### config.mk
export PLATFORM = sky130hd
export DESIGN_NAME = product_lcd_driver
export DESIGN_NICKNAME = d
export VERILOG_FILES = /design/src/rtl/lcd_pkg.sv /design/src/rtl/bin16_to_bcd5.sv /design/src/rtl/product_lcd_driver.sv
export SDC_FILE = /design/constraint.sdc
export NUM_CORES = 1
export LEC_CHECK = 0
export ABC_CLOCK_PERIOD_IN_PS = 6300
export CORE_UTILIZATION = 40
export DETAILED_ROUTE_END_ITERATION = 8
export GPL_TIMING_DRIVEN = 0
export RECOVER_POWER = 25
export SLEW_MARGIN = 20
export SYNTH_ARGS = -nofsm -noshare
export SYNTH_HDL_FRONTEND = slang
export SYNTH_SLANG_ARGS = --single-unit
### constraint.sdc
create_clock -name clk -period 6.3 [get_ports clk]
set_input_delay 0.63 -clock clk [delete_from_list [all_inputs] [get_ports clk]]
set_output_delay 0.63 -clock clk [all_outputs]
set_load 0.03 [all_outputs]
### src/rtl/lcd_pkg.sv
// Shared constants, state encoding and character formatting for the product LCD driver.
package lcd_pkg;

    localparam logic [7:0] CMD_FUNCSET = 8'h38;
    localparam logic [7:0] CMD_DISPON  = 8'h0C;
    localparam logic [7:0] CMD_ENTRY   = 8'h06;
    localparam logic [7:0] CMD_CLEAR   = 8'h01;
    localparam logic [7:0] CMD_LINE1   = 8'h80;
    localparam logic [7:0] ASCII_ZERO  = 8'h30;
    localparam logic [7:0] ASCII_SPACE = 8'h20;

    typedef enum logic [2:0] {
        S_PWRUP,
        S_INIT,
        S_LATCH,
        S_CONV,
        S_ADDR,
        S_DATA,
        S_IDLE
    } state_t;

    function automatic logic [7:0] init_cmd(input logic [2:0] idx);
        logic [7:0] c;
        case (idx)
            3'd0, 3'd1: c = CMD_FUNCSET;
            3'd2:       c = CMD_DISPON;
            3'd3:       c = CMD_ENTRY;
            default:    c = CMD_CLEAR;
        endcase
        return c;
    endfunction

    // pos 0 is the ten-thousands digit; zeros are blanked until the first nonzero, units always shown
    function automatic logic [7:0] digit_char(input logic [19:0] bcd, input logic [2:0] pos);
        logic       lead;
        logic [3:0] d;
        logic [7:0] ch;
        lead = 1'b1;
        d    = 4'd0;
        ch   = ASCII_SPACE;
        for (int k = 0; k < 5; k++) begin
            d = bcd[(4-k)*4 +: 4];
            if (d != 4'd0 || k == 4) lead = 1'b0;
            if (k == int'(pos)) ch = lead ? ASCII_SPACE : (ASCII_ZERO + {4'd0, d});
        end
        return ch;
    endfunction

endpackage

### src/rtl/bin16_to_bcd5.sv
// Sequential double-dabble: 16-bit binary to 5 BCD digits, one shift per clock.
module bin16_to_bcd5 (
    input  logic        clk,
    input  logic        rst,
    input  logic        start,
    input  logic [15:0] bin,
    output logic        done,
    output logic [19:0] bcd
);

    logic [35:0] sh_q;
    logic [3:0]  left_q;
    logic        run_q;

    function automatic logic [35:0] dabble(input logic [35:0] x);
        logic [35:0] y;
        y = x;
        for (int k = 0; k < 5; k++) begin
            if (y[16+4*k +: 4] >= 4'd5) y[16+4*k +: 4] = y[16+4*k +: 4] + 4'd3;
        end
        return {y[34:0], 1'b0};
    endfunction

    always_ff @(posedge clk) begin
        if (rst) begin
            left_q <= 4'd0;
            run_q  <= 1'b0;
        end else if (start) begin
            left_q <= 4'd15;
            run_q  <= 1'b1;
        end else if (left_q != 4'd0) begin
            left_q <= left_q - 4'd1;
        end
    end

    // The start edge already performs the first of the 16 shifts.
    always_ff @(posedge clk) begin
        if (start)
            sh_q <= dabble({20'd0, bin});
        else if (left_q != 4'd0)
            sh_q <= dabble(sh_q);
    end

    assign done = run_q && (left_q == 4'd0);
    assign bcd  = sh_q[35:16];

endmodule

### src/rtl/product_lcd_driver.sv
// Shows the multiplier product as a 5-digit decimal on line 1 of an HD44780 16x2 LCD (8-bit, write-only).
module product_lcd_driver
    import lcd_pkg::*;
#(
    parameter int PWRUP_CYC    = 750_000,
    parameter int E_HIGH_CYC   = 25,
    parameter int CMD_WAIT_CYC = 2_500,
    parameter int CLR_WAIT_CYC = 100_000,
    parameter int REFRESH_CYC  = 1_000_000
) (
    input  logic        clk,
    input  logic        rst,
    input  logic [15:0] product,
    output logic [7:0]  lcd_data,
    output logic        lcd_rs,
    output logic        lcd_rw,
    output logic        lcd_e,
    output logic        init_done,
    output logic        busy
);

    localparam int MAX_A   = (PWRUP_CYC > REFRESH_CYC) ? PWRUP_CYC : REFRESH_CYC;
    localparam int MAX_B   = 1 + E_HIGH_CYC + ((CLR_WAIT_CYC > CMD_WAIT_CYC) ? CLR_WAIT_CYC : CMD_WAIT_CYC);
    localparam int CNT_MAX = (MAX_A > MAX_B) ? MAX_A : MAX_B;
    localparam int CW      = $clog2(CNT_MAX + 1);

    localparam logic [CW-1:0] PWRUP_LAST   = CW'(PWRUP_CYC - 1);
    localparam logic [CW-1:0] REFRESH_LAST = CW'(REFRESH_CYC - 1);
    localparam logic [CW-1:0] E_LAST       = CW'(E_HIGH_CYC);
    localparam logic [CW-1:0] CMD_LAST     = CW'(E_HIGH_CYC + CMD_WAIT_CYC);
    localparam logic [CW-1:0] CLR_LAST     = CW'(E_HIGH_CYC + CLR_WAIT_CYC);
    localparam logic [CW-1:0] CNT_SAT      = {CW{1'b1}};

    state_t        state_q, state_d;
    logic [CW-1:0] cnt_q;
    logic [2:0]    idx_q, idx_d;
    logic [7:0]    data_q, ld_data;
    logic          rs_q, ld_rs;
    logic          init_done_q;
    logic [15:0]   prod_q;
    logic          cnt_clr, load, init_set, latch, conv_start, wr_last, in_write;
    logic          bcd_done;
    logic [19:0]   bcd;

    bin16_to_bcd5 u_bcd (
        .clk   (clk),
        .rst   (rst),
        .start (conv_start),
        .bin   (prod_q),
        .done  (bcd_done),
        .bcd   (bcd)
    );

    // Within a write, cnt_q: 0 = setup, 1..E_HIGH_CYC = strobe, then the hold/wait cycles.
    always_comb begin
        state_d    = state_q;
        idx_d      = idx_q;
        cnt_clr    = 1'b0;
        load       = 1'b0;
        ld_data    = data_q;
        ld_rs      = rs_q;
        init_set   = 1'b0;
        latch      = 1'b0;
        conv_start = 1'b0;
        wr_last    = (cnt_q == ((!rs_q && data_q == CMD_CLEAR) ? CLR_LAST : CMD_LAST));
        case (state_q)
            S_PWRUP: begin
                if (cnt_q == PWRUP_LAST) begin
                    state_d = S_INIT;
                    cnt_clr = 1'b1;
                    idx_d   = 3'd0;
                    load    = 1'b1;
                    ld_data = init_cmd(3'd0);
                    ld_rs   = 1'b0;
                end
            end
            S_INIT: begin
                if (wr_last) begin
                    cnt_clr = 1'b1;
                    if (idx_q == 3'd4) begin
                        state_d  = S_LATCH;
                        init_set = 1'b1;
                    end else begin
                        idx_d   = idx_q + 3'd1;
                        load    = 1'b1;
                        ld_data = init_cmd(idx_q + 3'd1);
                        ld_rs   = 1'b0;
                    end
                end
            end
            S_LATCH: begin
                latch   = 1'b1;
                state_d = S_CONV;
                cnt_clr = 1'b1;
            end
            S_CONV: begin
                // done may still be high from the previous frame during the start cycle
                conv_start = (cnt_q == '0);
                if (cnt_q != '0 && bcd_done) begin
                    state_d = S_ADDR;
                    cnt_clr = 1'b1;
                    load    = 1'b1;
                    ld_data = CMD_LINE1;
                    ld_rs   = 1'b0;
                end
            end
            S_ADDR: begin
                if (wr_last) begin
                    state_d = S_DATA;
                    cnt_clr = 1'b1;
                    idx_d   = 3'd0;
                    load    = 1'b1;
                    ld_data = digit_char(bcd, 3'd0);
                    ld_rs   = 1'b1;
                end
            end
            S_DATA: begin
                if (wr_last) begin
                    cnt_clr = 1'b1;
                    if (idx_q == 3'd4) begin
                        state_d = S_IDLE;
                    end else begin
                        idx_d   = idx_q + 3'd1;
                        load    = 1'b1;
                        ld_data = digit_char(bcd, idx_q + 3'd1);
                        ld_rs   = 1'b1;
                    end
                end
            end
            S_IDLE: begin
                if (cnt_q == REFRESH_LAST) begin
                    state_d = S_LATCH;
                    cnt_clr = 1'b1;
                end
            end
            default: state_d = S_PWRUP;
        endcase
    end

    always_ff @(posedge clk) begin
        if (rst) begin
            state_q     <= S_PWRUP;
            cnt_q       <= '0;
            idx_q       <= 3'd0;
            data_q      <= 8'h00;
            rs_q        <= 1'b0;
            init_done_q <= 1'b0;
        end else begin
            state_q <= state_d;
            idx_q   <= idx_d;
            if (cnt_clr)
                cnt_q <= '0;
            else if (cnt_q != CNT_SAT)
                cnt_q <= cnt_q + 1'b1;
            if (load) begin
                data_q <= ld_data;
                rs_q   <= ld_rs;
            end
            if (init_set) init_done_q <= 1'b1;
        end
    end

    always_ff @(posedge clk) begin
        if (latch) prod_q <= product;
    end

    assign in_write  = (state_q == S_INIT) || (state_q == S_ADDR) || (state_q == S_DATA);
    assign lcd_e     = in_write && (cnt_q != '0) && (cnt_q <= E_LAST);
    assign lcd_data  = data_q;
    assign lcd_rs    = rs_q;
    assign lcd_rw    = 1'b0;
    assign init_done = init_done_q;
    assign busy      = (state_q == S_LATCH) || (state_q == S_CONV) ||
                       (state_q == S_ADDR)  || (state_q == S_DATA);

endmodule

### Word level (Yosys, flattened, before mapping)

Index checks and enable logic that the tools add are counted.

* input port bits: 18
* output and inout port bits: 13
* flip-flop bits (word level): 92
* word-level logic and storage cells: 177

* reductions and logical operators: 32
* $add $sub $neg: 13
* muxes and demuxes: 84
* eq/ne operators: 31
* magnitude comparators: 6

Operators with widths (count)
* 2-to-1 mux 8 bit: 12
* 2-to-1 mux 17 bit: 3
* 2-to-1 mux 7 bit: 6
* == test 20 bit (second input constant): 2
* one-hot mux 8 bit (5 select lines): 1
* 2-to-1 mux 3 bit: 13
* 2-to-1 mux 1 bit: 37
* adder 6 x 4 -> 7 bit (first input constant): 5
* 2-to-1 mux 4 bit: 6
* inequality test 2 bit (second input constant): 11
* one-hot mux 3 bit (7 select lines): 1
* adder 20 x 1 -> 20 bit (second input constant): 1
* == test 20 x 17 -> 1 bit: 1
* greater-or-equal comparator 4 x 3 -> 1 bit (second input constant): 5
* <= comparator 20 x 5 -> 1 bit (second input constant): 1
* logical NOT 20 bit: 1
* inequality test 20 bit (second input constant): 1
* nonzero test 20 bit: 1
* nonzero test 4 bit: 5
* one-hot mux 6 bit (3 select lines): 1
* adder 4 x 2 -> 4 bit (second input constant): 4
* == test 3 x 2 -> 1 bit (second input constant): 4
* == test 3 bit (second input constant): 4
* one-hot mux 1 bit (5 select lines): 2
* other kinds (23): 38

### Logic depth before layout (Yosys ltp)

* depth after elaboration: 24
* mapped depth: 9
* mapped depth without buffers: 8

### Modules after synthesis

Synthesis repeated with hierarchy kept, for this count alone.

* cell total of the unflattened synthesis: 588
* area, all modules: 5378.9 um2

Modules (own cells, without submodules)
* product_lcd_driver: sequential area each 1181.1 um2, cells each 350, instances 1, area an instance 3065.4 um2
* bin16_to_bcd5: sequential area each 960.9 um2, cells each 238, instances 1, area an instance 2313.5 um2

### Least setup slack after synthesis

OpenSTA, ideal clock, no wires.

* path type: register to output
* start point: reg cnt_q[10]
* end point: out lcd_e
* stages on the path, launching flop included: 5
* slack: 3398 ps
* data arrival time: 2272 ps
* buffers on the path: 1
* data required time: 5670 ps
* path through: dfxtp_1 buf_6 or4_4 or4_4 a311oi_1

* longest elaborated chain between the ends: 3
* elaborated cells between the ends (all ways): 4
* classes of those cells: 1 x order compare; 3 x reduce/logical

RTL lines
* start: declaration: RTL line product_lcd_driver.sv:35 `logic [CW-1:0] cnt_q;`
* start signal: assignment: RTL line product_lcd_driver.sv:154 `cnt_q <= cnt_q + 1'b1;`
* parallel branches: the longest is 2 deep, another holds <= comparator 20 x 5 -> 1 bit
* logical AND 1 bit *: RTL line product_lcd_driver.sv:168 `assign lcd_e = in_write && (cnt_q != '0) && (cnt_q <= E_LAST);`
* end: declaration: RTL line product_lcd_driver.sv:17 `output logic lcd_e,`

Mark *: on every way between the ends.

### Final worst setup path

* start point: reg cnt_q[8]
* end point: out lcd_e

The elaborated chain is that of the path after synthesis.

==> metrics.md <==
| Metric | Value |
|---|---|
| N_diodes | 0 |
| CP max stage delay | 740 ps |
| Vias | 4367 |
| Kind of critical path | reg -> out |
| Max cap viols | 0 |
| Vias per inst | 5.55 |
| H-tree depth | 3 |
| Pwr per Cell Area | 349 mW/mm^2 |
| Drt wl/cell | 15.6 microns |
| Cell variety after synth | 68 |
| CP Launch Type | flop |
| Worst slew pin tran | 1130 ps |
| Fin. max-slew vios | 0 |
| Top FF cell, synth | dfxtp_1 |
| Core Area | 0.0126 sq mm |
| Fillers | 1244 |
| Die area | 0.0134 sq mm |
| Flops & latches, synth | 91 |
| Die Ht | 116 microns |
| Total Routed Length | 12.2 mm |
| Worst-path clk slew | 70 ps |
| Drt pass-1 iters | 5 |
| Largest net degree at the start of global routing | 18 |
| Total gr overflow | 0 |
| Setup crit end kind | output pin |
| Hold WC Path Type | reg -> reg |
| # placed instances | 771 |
| CP max stage cell | clkdlybuf4s50_1 |
| Synth Warn # | 0 |
| Sink Count | 91 |
| Root Buffer | clkbuf_16 |
| EDFF count, synth | 32 |
| Finish-stage setup viols | 0 |
| Setup TNS Final | 0 ps |
| Avg Cell Area, Syn | 9.06 sq um |
| Static leakage | 2.18 nW |
| Clk_lat worst skew | 350 ps |
| Slew HR | 24.1% |
| Peak Freq | 0.276 GHz |
| Min cycle time layout | 3620 ps |
| Top-area cell type share of the netlist area | 22.9% |
| Post-CTS sizing | 0 |
| CTS buffer count | 9 |
| Maximum clock path buffer count | 2 |
| Gp weighted congestion | 0.911 |
| Multi-input gate area | 0.00275 sq mm |
| Initial core utilization | 40.9% |
| Vias in the first global route | 4149 |
| Sequential Area | 0.00214 sq mm |
| Initial antenna violation count | 0 |
| Post-DP HPWL | 8.92 mm |
| Area leader, netlist | dfxtp_1 |
| Area Overhead vs Synth | 15.6% |
| Port Buf Inserts | 27 |
| Post-synthesis cell count | 570 |
| Register area share after synthesis | 41.5% |
| Status | complete, no violations |
| Final Hold Viols | 0 |
| Post-route design area | 0.00597 sq mm |
| Iter 0 DRT Violations | 312 |
| # IOs | 31 |
| Crit path max fanout | 10 |
| Unrepaired setup endpoints after global routing | false |
| Critical Path AT | 2990 ps |
| Fin cells | 787 |
| Residual DRC count | 0 |
| CTS tree | done |
| Nets@finish | 655 |
| Final cycle utilization of the critical path | 57.4% |
| Placed cell areas | 0.00567 sq mm |
| Syn Std Cell Area | 0.00516 sq mm |
| Cts hold-fix bufs | 0 |
| FP Rows | 41 |
| Die W | 116 microns |
| VDD IR max | 153 uV |
| Crit-path cells | clkbuf_1 > or4_1 > or4_4 > a311oi_1 > clkdlybuf4s50_1 |
| Clock Skew | 7.73 ps |
| Post-DRT Antenna Nets | 0 |
| Worst path required time | 5670 ps |
| Share of cells above drive strength 1 | 9.27% |
| Fraction of registers with async set/reset | 0% |
| Largest cells by area after synthesis | dfxtp_1, edfxtp_1, ha_1 |
| Total GRT Usage | 19.5% |
| First-pass GRT wire length | 20.3 mm |
| Post-CTS Setup Bufs | 0 |
worst paths after layout:
kind	from	to	slack [ps]	depth (start not counted)
worst max-delay path	cnt_q[8]	lcd_e	2680	5
worst min-delay path	init_done	init_done	470	2
worst max register to register	u_bcd.sh_q[32]	lcd_data[0]	3130	8
worst min register to register	init_done	init_done	470	2
registers in the layout, summed over array words and instances (netlist names):
name / flops
lcd_rs: 1
lcd_data: 7
idx_q: 3
u_bcd.run_q: 1
u_bcd.sh_q: 35
prod_q: 16
cnt_q: 20
init_done: 1
state_q: 3
u_bcd.left_q: 4
through the flow:
stage	worst slack (ps)	power (W)	utilization (%)	hold slack (ps)
after floorplan	3400	0.00135	-	455
after global placement	3080	0.00149	44.8	457
after detailed placement	3090	0.00153	44.9	470
after CTS	2680	0.00210	47.4	483
after global routing	2510	0.00223	47.3	501
final	2680	0.00209	47.3	474
layout make-up:
type | instances | share of cell area [%]
multi-input cells | 417 | 46.1
flip-flops and latches | 91 | 35.9
repair buffers | 28 | 4.59
clock buffers | 10 | 4.00
well taps | 172 | 3.60
plain buffers | 33 | 2.68
inverters | 30 | 1.89
clock inverters | 6 | 1.28
per-layer routing:
layer / track usage [%] / up-vias / share of wire [%]
li1: - / 2162 / -
met1: 25.1 / 2076 / 46
met2: 31.7 / 103 / 48
met3: 4.18 / 26 / 3.8
met4: 7.95 / 0 / 2.3
met5: 0 / - / 0
power breakdown:
part | internal [W] | switching (W) | total, W
Clock | 0.000327 | 0.000245 | 0.000571
Sequential | 0.000771 | 0.000112 | 0.000883
Combinational | 0.000268 | 0.000364 | 0.000632
kinds of logic after synthesis:
group | Yosys count | synth area share [%]
other | 1 | 0.0726
adders and majority gates | 27 | 6.54
and+or+nand+nor | 214 | 21.4
muxes | 19 | 4.07
DFF | 91 | 41.5
xor gates and xnor gates | 22 | 3.73
AOI/OAI and AO/OA | 133 | 17.4
buffers and inverters | 63 | 5.31
cells in the mapped netlist, types with 4 or more instances:
cell,n
or3_1,5
buf_2,6
nor2_1,38
xor2_1,12
nand4_1,6
inv_1,30
o31ai_1,4
nor3b_1,5
o21ai_0,28
or4_1,5
nand2_1,58
nor4_1,6
nor3_1,27
a211oi_1,10
mux2_2,15
a21o_1,4
a32oi_1,4
ha_1,27
nand2b_1,8
and2_1,6
dfxtp_1,59
a31oi_1,5
clkbuf_1,22
xnor2_1,10
a21oi_1,47
nand3_1,27
edfxtp_1,32
cell usage in the layout, fill, tap and decap left out, types with 5 or more instances in the layout:
master          n
a211oi_1       10
a21oi_1        47
a31oi_1         5
and2_1          6
buf_2           5
clkbuf_1       24
clkbuf_16       9
dfxtp_1        59
dlygate4sd3_1  25
edfxtp_1       32
ha_1           27
inv_1          30
mux2_2         15
nand2_1        58
nand2b_1        8
nand3_1        27
nand4_1         6
nor2_1         38
nor3_1         27
nor3b_1         5
nor4_1          6
o21ai_0        28
or3_1           5
or4_1           5
xnor2_1        10
xor2_1         12
worst max-delay path, delay by kind of cell (launching register included):
kind | cells | cell delay [ps]
buf+inv | 2 | 950
flops | 1 | 300
simple gates | 2 | 1080
compound gates | 1 | 310
Note: power is estimated with default switching activity, not from simulation.
